==> config.mk <==
export PLATFORM = sky130hd
export DESIGN_NAME = ps2_host_tx
export DESIGN_NICKNAME = d
export VERILOG_FILES = /design/src/rtl/ps2_pkg.sv /design/src/rtl/ps2_line_filter.sv /design/src/rtl/ps2_host_tx.sv
export SDC_FILE = /design/constraint.sdc
export NUM_CORES = 1
export LEC_CHECK = 0
export BUFFER_PORTS_ARGS = -buffer_cell sky130_fd_sc_hd__buf_2
export CAP_MARGIN = 20
export CELL_PAD_IN_SITES_DETAIL_PLACEMENT = 1
export CELL_PAD_IN_SITES_GLOBAL_PLACEMENT = 1
export CORE_MARGIN = 2
export CORE_UTILIZATION = 33
export CTS_CLUSTER_SIZE = 16
export DETAILED_ROUTE_END_ITERATION = 16
export PLACE_DENSITY_LB_ADDON = 0.1
export REMOVE_ABC_BUFFERS = 1
export SYNTH_ARGS = -nofsm -noshare
export SYNTH_HDL_FRONTEND = slang
export SYNTH_HIERARCHICAL = 1
export SYNTH_SLANG_ARGS = --single-unit
==> constraint.sdc <==
create_clock -name clk -period 2.8 [get_ports clk]
set_input_delay 0.28 -clock clk [delete_from_list [all_inputs] [get_ports clk]]
set_output_delay 0.28 -clock clk [all_outputs]
set_load 0.02 [all_outputs]
==> src/rtl/ps2_pkg.sv <==
// Shared definitions for the PS/2 host transmit path: FSM states, command
// bytes, frame geometry and the frame parity helper.
package ps2_pkg;

    typedef enum logic [2:0] {
        ST_IDLE    = 3'd0,
        ST_INHIBIT = 3'd1,
        ST_START   = 3'd2,
        ST_SHIFT   = 3'd3,
        ST_ACK     = 3'd4,
        ST_RELEASE = 3'd5
    } ps2_state_e;

    localparam logic [7:0] PS2_CMD_SET_LED = 8'hED;
    localparam logic [7:0] PS2_CMD_RESET   = 8'hFF;
    localparam logic [7:0] PS2_CMD_ENABLE  = 8'hF4;
    localparam logic [7:0] PS2_RSP_ACK     = 8'hFA;

    localparam int PS2_DATA_BITS   = 8;
    localparam int PS2_FRAME_EDGES = 11;

    // PS/2 frames carry odd parity over the eight data bits.
    function automatic logic odd_parity(input logic [7:0] b);
        return ~^b;
    endfunction

endpackage

==> src/rtl/ps2_line_filter.sv <==
// Conditions one open-drain PS/2 pin: 2-flop synchronizer, a glitch filter
// requiring FILTER_CYCLES equal samples, and a registered falling-edge pulse.
module ps2_line_filter #(
    parameter int FILTER_CYCLES = 8
) (
    input  logic clk,
    input  logic rst,
    input  logic pin_i,
    output logic level_o,
    output logic fe_o
);
    localparam int CW = $clog2(FILTER_CYCLES + 1);

    logic          sync1_q, sync2_q, level_q, fe_q;
    logic          level_d, fe_d;
    logic [CW-1:0] cnt_q, cnt_d;

    // Count consecutive samples that disagree with the filtered level.
    always_comb begin
        level_d = level_q;
        fe_d    = 1'b0;
        cnt_d   = '0;
        if (sync2_q != level_q) begin
            if (cnt_q == CW'(FILTER_CYCLES - 1)) begin
                level_d = sync2_q;
                fe_d    = level_q;
                cnt_d   = '0;
            end else begin
                cnt_d = cnt_q + CW'(1);
            end
        end else begin
            cnt_d = '0;
        end
    end

    // Idle bus is released high, so the filter resets to 1.
    always_ff @(posedge clk) begin
        if (rst) begin
            sync1_q <= 1'b1;
            sync2_q <= 1'b1;
            level_q <= 1'b1;
            fe_q    <= 1'b0;
            cnt_q   <= '0;
        end else begin
            sync1_q <= pin_i;
            sync2_q <= sync1_q;
            level_q <= level_d;
            fe_q    <= fe_d;
            cnt_q   <= cnt_d;
        end
    end

    assign level_o = level_q;
    assign fe_o    = fe_q;

endmodule

==> src/rtl/ps2_host_tx.sv <==
// PS/2 host-to-device command transmitter: inhibit, request-to-send, shift
// out data/parity/stop on device clock falls, check the ack, report status.
module ps2_host_tx
    import ps2_pkg::*;
#(
    parameter int INHIBIT_CYCLES = 6500,
    parameter int TIMEOUT_CYCLES = 975000,
    parameter int FILTER_CYCLES  = 8
) (
    input  logic       clk,
    input  logic       rst,
    input  logic [7:0] tx_data,
    input  logic       tx_valid,
    output logic       tx_ready,
    input  logic       ps2_clk_in,
    input  logic       ps2_data_in,
    output logic       ps2_clk_oe,
    output logic       ps2_data_oe,
    output logic       busy,
    output logic       tx_done,
    output logic       tx_err
);
    localparam int IW = $clog2(INHIBIT_CYCLES + 1);
    localparam int TW = $clog2(TIMEOUT_CYCLES + 1);

    ps2_state_e    state_q, state_d;
    logic [IW-1:0] inh_q, inh_d, inh_inc_s;
    logic [TW-1:0] to_q, to_d, to_inc_s;
    logic [3:0]    n_q, n_d;
    logic [8:0]    frame_q, frame_d;
    logic          ok_q, ok_d;
    logic          clk_oe_q, clk_oe_d, data_oe_q, data_oe_d;
    logic          busy_q, busy_d, ready_q, ready_d, done_q, done_d, err_q, err_d;
    logic          clk_lvl_s, clk_fe_s, data_lvl_s, data_fe_unused;
    logic          timeout_s;

    ps2_line_filter #(.FILTER_CYCLES(FILTER_CYCLES)) u_clk_filt (
        .clk(clk), .rst(rst), .pin_i(ps2_clk_in), .level_o(clk_lvl_s), .fe_o(clk_fe_s)
    );
    ps2_line_filter #(.FILTER_CYCLES(FILTER_CYCLES)) u_data_filt (
        .clk(clk), .rst(rst), .pin_i(ps2_data_in), .level_o(data_lvl_s), .fe_o(data_fe_unused)
    );

    // Both counters saturate rather than wrap.
    assign inh_inc_s = (inh_q == IW'(INHIBIT_CYCLES)) ? inh_q : inh_q + IW'(1);
    assign to_inc_s  = (to_q == TW'(TIMEOUT_CYCLES)) ? to_q : to_q + TW'(1);
    assign timeout_s = (to_q == TW'(TIMEOUT_CYCLES - 1));

    // Frame sequencing; output enables and status are computed one cycle ahead.
    always_comb begin
        state_d   = state_q;
        inh_d     = inh_q;
        to_d      = to_q;
        n_d       = n_q;
        frame_d   = frame_q;
        ok_d      = ok_q;
        clk_oe_d  = clk_oe_q;
        data_oe_d = data_oe_q;
        busy_d    = busy_q;
        ready_d   = ready_q;
        done_d    = 1'b0;
        err_d     = 1'b0;
        case (state_q)
            ST_IDLE: begin
                clk_oe_d  = 1'b0;
                data_oe_d = 1'b0;
                busy_d    = 1'b0;
                ready_d   = 1'b1;
                inh_d     = '0;
                to_d      = '0;
                if (tx_valid && ready_q) begin
                    frame_d  = {odd_parity(tx_data), tx_data};
                    state_d  = ST_INHIBIT;
                    clk_oe_d = 1'b1;
                    busy_d   = 1'b1;
                    ready_d  = 1'b0;
                end else begin
                    state_d = ST_IDLE;
                end
            end
            ST_INHIBIT: begin
                if (inh_q == IW'(INHIBIT_CYCLES - 1)) begin
                    state_d   = ST_START;
                    data_oe_d = 1'b1;
                end else begin
                    inh_d = inh_inc_s;
                end
            end
            ST_START: begin
                state_d  = ST_SHIFT;
                clk_oe_d = 1'b0;
                n_d      = '0;
                to_d     = '0;
            end
            ST_SHIFT, ST_ACK: begin
                to_d = to_inc_s;
                if (timeout_s) begin
                    state_d   = ST_IDLE;
                    clk_oe_d  = 1'b0;
                    data_oe_d = 1'b0;
                    busy_d    = 1'b0;
                    ready_d   = 1'b1;
                    err_d     = 1'b1;
                end else if (clk_fe_s) begin
                    n_d = n_q + 4'd1;
                    if (state_q == ST_ACK) begin
                        // Device pulls data low before the final fall to acknowledge.
                        ok_d    = ~data_lvl_s;
                        state_d = ST_RELEASE;
                    end else if (n_q == 4'(PS2_FRAME_EDGES - 2)) begin
                        data_oe_d = 1'b0;
                        state_d   = ST_ACK;
                    end else begin
                        data_oe_d = ~frame_q[n_q];
                    end
                end else begin
                    n_d = n_q;
                end
            end
            ST_RELEASE: begin
                clk_oe_d  = 1'b0;
                data_oe_d = 1'b0;
                if (clk_lvl_s && data_lvl_s) begin
                    state_d = ST_IDLE;
                    busy_d  = 1'b0;
                    ready_d = 1'b1;
                    done_d  = ok_q;
                    err_d   = ~ok_q;
                end else begin
                    state_d = ST_RELEASE;
                end
            end
            default: begin
                state_d   = ST_IDLE;
                clk_oe_d  = 1'b0;
                data_oe_d = 1'b0;
                busy_d    = 1'b0;
                ready_d   = 1'b0;
            end
        endcase
    end

    // State and registered outputs.
    always_ff @(posedge clk) begin
        if (rst) begin
            state_q   <= ST_IDLE;
            inh_q     <= '0;
            to_q      <= '0;
            n_q       <= '0;
            frame_q   <= '0;
            ok_q      <= 1'b0;
            clk_oe_q  <= 1'b0;
            data_oe_q <= 1'b0;
            busy_q    <= 1'b0;
            ready_q   <= 1'b0;
            done_q    <= 1'b0;
            err_q     <= 1'b0;
        end else begin
            state_q   <= state_d;
            inh_q     <= inh_d;
            to_q      <= to_d;
            n_q       <= n_d;
            frame_q   <= frame_d;
            ok_q      <= ok_d;
            clk_oe_q  <= clk_oe_d;
            data_oe_q <= data_oe_d;
            busy_q    <= busy_d;
            ready_q   <= ready_d;
            done_q    <= done_d;
            err_q     <= err_d;
        end
    end

    assign tx_ready    = ready_q;
    assign ps2_clk_oe  = clk_oe_q;
    assign ps2_data_oe = data_oe_q;
    assign busy        = busy_q;
    assign tx_done     = done_q;
    assign tx_err      = err_q;

endmodule

==> metrics.txt, run 1 <==
total power=2630 µW; routed length per instance=15.3 µm; fmax=0.443 GHz; Slowest Stage Delay on Critical Path=490 ps; CTS tree=done; Data required, critical path=3080 ps; post-layout min period=2260 ps; Placeable Area=10700 µm²; CP Capture Type=flop; Final ANT Viol Nets=0; max_slew headroom=59.1%; Post-CTS Resized=0; Synth Instances=414; die height=108 µm; Syn-to-layout area delta=12.3%; worst skew pair latency=340 ps; Final Hold Fails=0; die area=11700 µm²; Routed WL=8.87 mm; slowest CP cell=or4_1; gr usage total=16.6%; RSZ-0062 raised after global routing=no; via count=3039; Post-Syn Area=3580 µm²; worst hold path type=in -> reg; skew final=6.75 ps; die width=108 µm; critical path class=reg -> reg; IO buf count=18; largest net degree at the start of global routing=33; startpoint types=flop; CTS clk-pin slew, worst paths=80 ps; initial antenna violation count=0; Placer Congestion=0.805; layout cells sized above 1=13.6%; Final #Nets=456; DRC errors left=0; static leakage=0.00143 µW; Longest Clk Path Bufs=2; clock sinks=71; global-route wire length before repair=15.4 mm; final period utilization=80.6%; fin. max-slew vios=0; row count=38; vias in the first global route=3071; Mean Syn Cell Area=8.66 µm²; synth warn=6; Num CTS Buffers=9; crit path DAT=2540 ps; setup bufs post-CTS=0; status=finished clean; drt first-iter violations=72; total congestion overflow=0; final setup fails=0; TNS Setup=0 ps; Ports=19; clock root cell=clkbuf_8; Max Cap Viol=0; Post-DP HPWL=6.60 mm; DRT Pass-1 Iters=4; CTS hold repair buffers=0; H-Tree Depth=3; vias per cell=5.24; maximum vdd drop=0.245 mV; crit path cell chain=inv_1 -> ha_1 -> mux2_2 -> a41oi_4 -> o211ai_4 -> or4_1 -> a21oi_1; ant diodes=0; starting density of the core=33.5%; crit-path max FO=9; power per standard cell area=653 nW/µm²; slew of the pin with the lowest slew margin=612 ps
## layout make-up
cell class	count	area, µm²
clock buffer	11	151
clock inverter	5	32.5
fill	1279	6670
inverter	18	67.6
multi-input combinational	311	2040
sequential	71	1420
tap	140	175
timing repair buffer	24	135
## layer usage
| layer | up-vias | track usage, % | wire length [µm] |
|---|---|---|---|
| met3 | 7 | 3.56 | 200 |
| met2 | 32 | 28.8 | 4440 |
| met5 | - | 0 | 0 |
| met1 | 1472 | 20.7 | 4140 |
| li1 | 1528 | - | - |
| met4 | 0 | 5.31 | 84 |
## flip-flops by register name, indices dropped and copies added (netlist names), 3 cells and up
signal and count:
to_q 20, frame_q 9, inh_q 13, u_data_filt/cnt_q 4, u_clk_filt/cnt_q 4, n_q 4, state_q 3
## stage by stage
stage	worst slack [ps]	hold slack, ps	util, %	instance area [µm²]	cells
2_1_floorplan	641	349	-	3530	400
3_3_place_gp	607	397	35.9	3840	564
3_5_place_dp	546	405	35.9	3840	564
4_1_cts	527	87.1	37.6	4020	580
5_1_grt	340	97.8	37.6	4020	580
6_report	545	114	37.6	4020	580
## worst max-delay path: cells and delay by family, from the launching register on
kind | cells | cell delay [ps]
AOI/OAI and AO/OA | 3 | 680
and+or+nand+nor | 1 | 490
DFF | 1 | 420
muxes | 1 | 280
adders and majority gates | 1 | 210
buffers and inverters | 1 | 110
## power breakdown
group,switching [µW],internal (µW),total (µW)
clock,401,367,768
sequential,94.7,1080,1170
combinational,426,262,687
## path summary, 6_finish.rpt
kind | start | endpoint | slack, ps | cells past startpoint
setup / recovery | inh_q[0] | inh_q[11] | 540 | 7
hold / removal | ps2_clk_in | u_clk_filt/sync1_q | 110 | 2
setup reg to reg | inh_q[0] | inh_q[11] | 540 | 7
hold reg to reg | u_clk_filt/sync1_q | u_clk_filt/sync2_q | 420 | 1
## cells in the final DEF (no fill, tap or decap), types with 5 or more instances in the layout
cell	count
nor3_1	15
and3_1	7
ha_1	8
clkbuf_8	11
or4_1	6
nand3_1	14
dfxtp_1	71
o21ai_0	13
or3_1	8
o211ai_1	5
nand3b_1	5
or2_2	6
buf_2	18
inv_1	17
xor2_1	17
nand4_1	11
a21oi_1	27
xnor2_1	15
buf_4	6
nor2_1	41
nand2_1	43
No activity file was read; power rests on OpenSTA's default activity.
==> run 2: changes to the inputs <==
==> constraint.sdc (replaced) <==
create_clock -name clk -period 2 [get_ports clk]
set_input_delay 0.2 -clock clk [delete_from_list [all_inputs] [get_ports clk]]
set_output_delay 0.2 -clock clk [all_outputs]
set_load 0.02 [all_outputs]
==> run 2 against run 1 <==
Against the previous run: sequential share of layout area fell by 3.6 points; die area is the same; fmax is 14% higher; design area grew 12%; core utilization increased by 4.4 points; routed wire length up 7.9%; critical endpoint is now inh_q[9]; largest cell class unchanged.
==> metrics.txt, run 2 (synthesis results as in run 1) <==
status=finished clean; Placeable Area=10700 µm²; worst skew pair latency=350 ps; drt first-iter violations=95; die area=11700 µm²; fin. max-slew vios=0; clock root cell=clkbuf_8; Routed WL=9.57 mm; vias in the first global route=3384; die width=108 µm; CTS hold repair buffers=0; Ports=19; fill cell count=1285; Top Registers=to_q: 20 flops, inh_q: 13 flops, frame_q: 9 flops; max FFs per register=20; max_slew headroom=73.2%; FF-to-FF End=inh_q[9]; maximum vdd drop=0.314 mV; Post-DP HPWL=7.19 mm; slowest CP cell=or4_4; ant diodes=0; global-route wire length before repair=16.2 mm; skew final=12.6 ps; CTS tree=done; RSZ-0062 raised after global routing=yes; WHS=30.9 ps; gr usage total=17.5%; Final #Nets=501; DRC errors left=0; Final ANT Viol Nets=0; startpoint types=flop; via count=3230; slew of the pin with the lowest slew margin=396 ps; Slowest Stage Delay on Critical Path=550 ps; pre-CTS setup slack=-12.2 ps; HP Start=ps2_clk_in; most common cell after layout, fill and taps aside=dfxtp_1; Num CTS Buffers=9; routed length per instance=15.3 µm; crit path cell chain=inv_2 -> ha_2 -> mux2_4 -> a41oi_4 -> o211ai_4 -> or4_4 -> a21oi_2; CTS clk-pin slew, worst paths=80 ps; crit path DAT=2250 ps; power per standard cell area=950 nW/µm²; clock sinks=71; Most flops, register=to_q; vias per cell=5.17; Final Hold Fails=0; DRT Pass-1 Iters=4; IO buf count=18; critical path class=reg -> reg; R2R Path Start=inh_q[0]; Register-to-Register Path Depth=7; post-layout min period=1970 ps; Data required, critical path=2280 ps; starting density of the core=33.5%; WHS Endpoint=u_clk_filt/sync1_q; total power=4260 µW; worst hold path depth=2; Syn-to-layout area delta=25.3%; row count=38; worst hold path type=in -> reg; Max Cap Viol=0; final period utilization=98.5%; commonest non-fill, non-tap cells in the layout=dfxtp_1 (68), buf_4 (51), nand2_1 (43), nor2_1 (41), a21oi_1 (25); reg2reg setup slack=30 ps; Longest Clk Path Bufs=2; static leakage=0.00170 µW; initial antenna violation count=0; final setup fails=0; crit-path max FO=8; die height=108 µm; layout cells sized above 1=24.7%; Placer Congestion=0.809; H-Tree Depth=3; total congestion overflow=0; PnR worst setup slack=30.1 ps; fmax=0.508 GHz; largest net degree at the start of global routing=19; CP Capture Type=flop
==> run 2: cell count changes in the layout (fill, tap and decap cells not counted), moves of 2 or more <==
cell        delta
dfxtp_2        +3
a21oi_1        -2
inv_2          +2
ha_2           +2
dfxtp_1        -3
a21oi_2        +2
buf_4         +45
nor4b_1        -2
clkinvlp_4     -2
bufinv_16      +3
ha_1           -2
inv_1          -2
==> run 2: critical path, delay by kind of cell, from the launching register on <==
| kind | cells | cell delay [ps] |
|---|---|---|
| compound gates | 3 | 530 |
| simple gates | 1 | 550 |
| buf+inv | 1 | 40 |
| mux | 1 | 270 |
| fa+ha+maj | 1 | 160 |
| flops | 1 | 350 |
==> run 2: worst max-delay path by stage <==
stage | endpoint | slack [ps] | cells past startpoint | from
6_report | inh_q[9] | 30 | 7 | inh_q[0]
3_3_place_gp | ps2_clk_oe | -10 | 7 | to_q[9]
5_1_grt | state_q[0] | -60 | 8 | n_q[0]
2_1_floorplan | state_q[0] | -160 | 4 | state_q[2]
4_1_cts | state_q[2] | 3 | 6 | to_q[9]
3_5_place_dp | state_q[2] | -10 | 6 | to_q[7]
==> run 2: metrics by stage <==
| stage | area (µm²) | instances | util, % | TNS [ps] |
|---|---|---|---|---|
| after CTS | 4410 | 622 | 41.2 | 0 |
| after detailed placement | 4160 | 606 | 38.8 | -22.5 |
| after global placement | 4160 | 606 | 38.8 | -24.9 |
| final | 4490 | 625 | 42.0 | 0 |
| after floorplan | 3530 | 400 | - | -318 |
| after global routing | 4490 | 625 | 42.0 | -130 |
==> run 2: layout make-up <==
class                           count  area, µm²  area share [%]
Timing Repair Buffer               69        473            10.5
Tap cell                          140        175            3.90
Clock buffer                       10        138            3.07
Clock inverter                      6        108            2.40
Multi-Input combinational cell    311       2100            46.9
Sequential cell                    71       1430            31.7
Inverter                           18       67.6            1.51
==> run 2: timing repair <==
| action | CTS | global route |
|---|---|---|
| setup buffers | 0 | 3 |
| endpoints found under the setup margin | 3 | 19 |
| resized for setup | 1 | 17 |
| endpoints found under the hold margin | 0 | 0 |
| pin swaps | 1 | 6 |
==> run 2: power by group <==
part | internal (µW) | switching (µW)
sequential | 1510 | 90.2
clock | 859 | 565
combinational | 538 | 699
==> run 2: metal layers <==
layer  up-vias  part of all wire (%)  global-route usage (%)
met5         -                     0                       0
met4         0                  0.66                    4.76
met3         5                   1.9                    3.92
met2        24                    50                    30.1
met1      1584                    48                    22.2
li1       1617                     -                       -
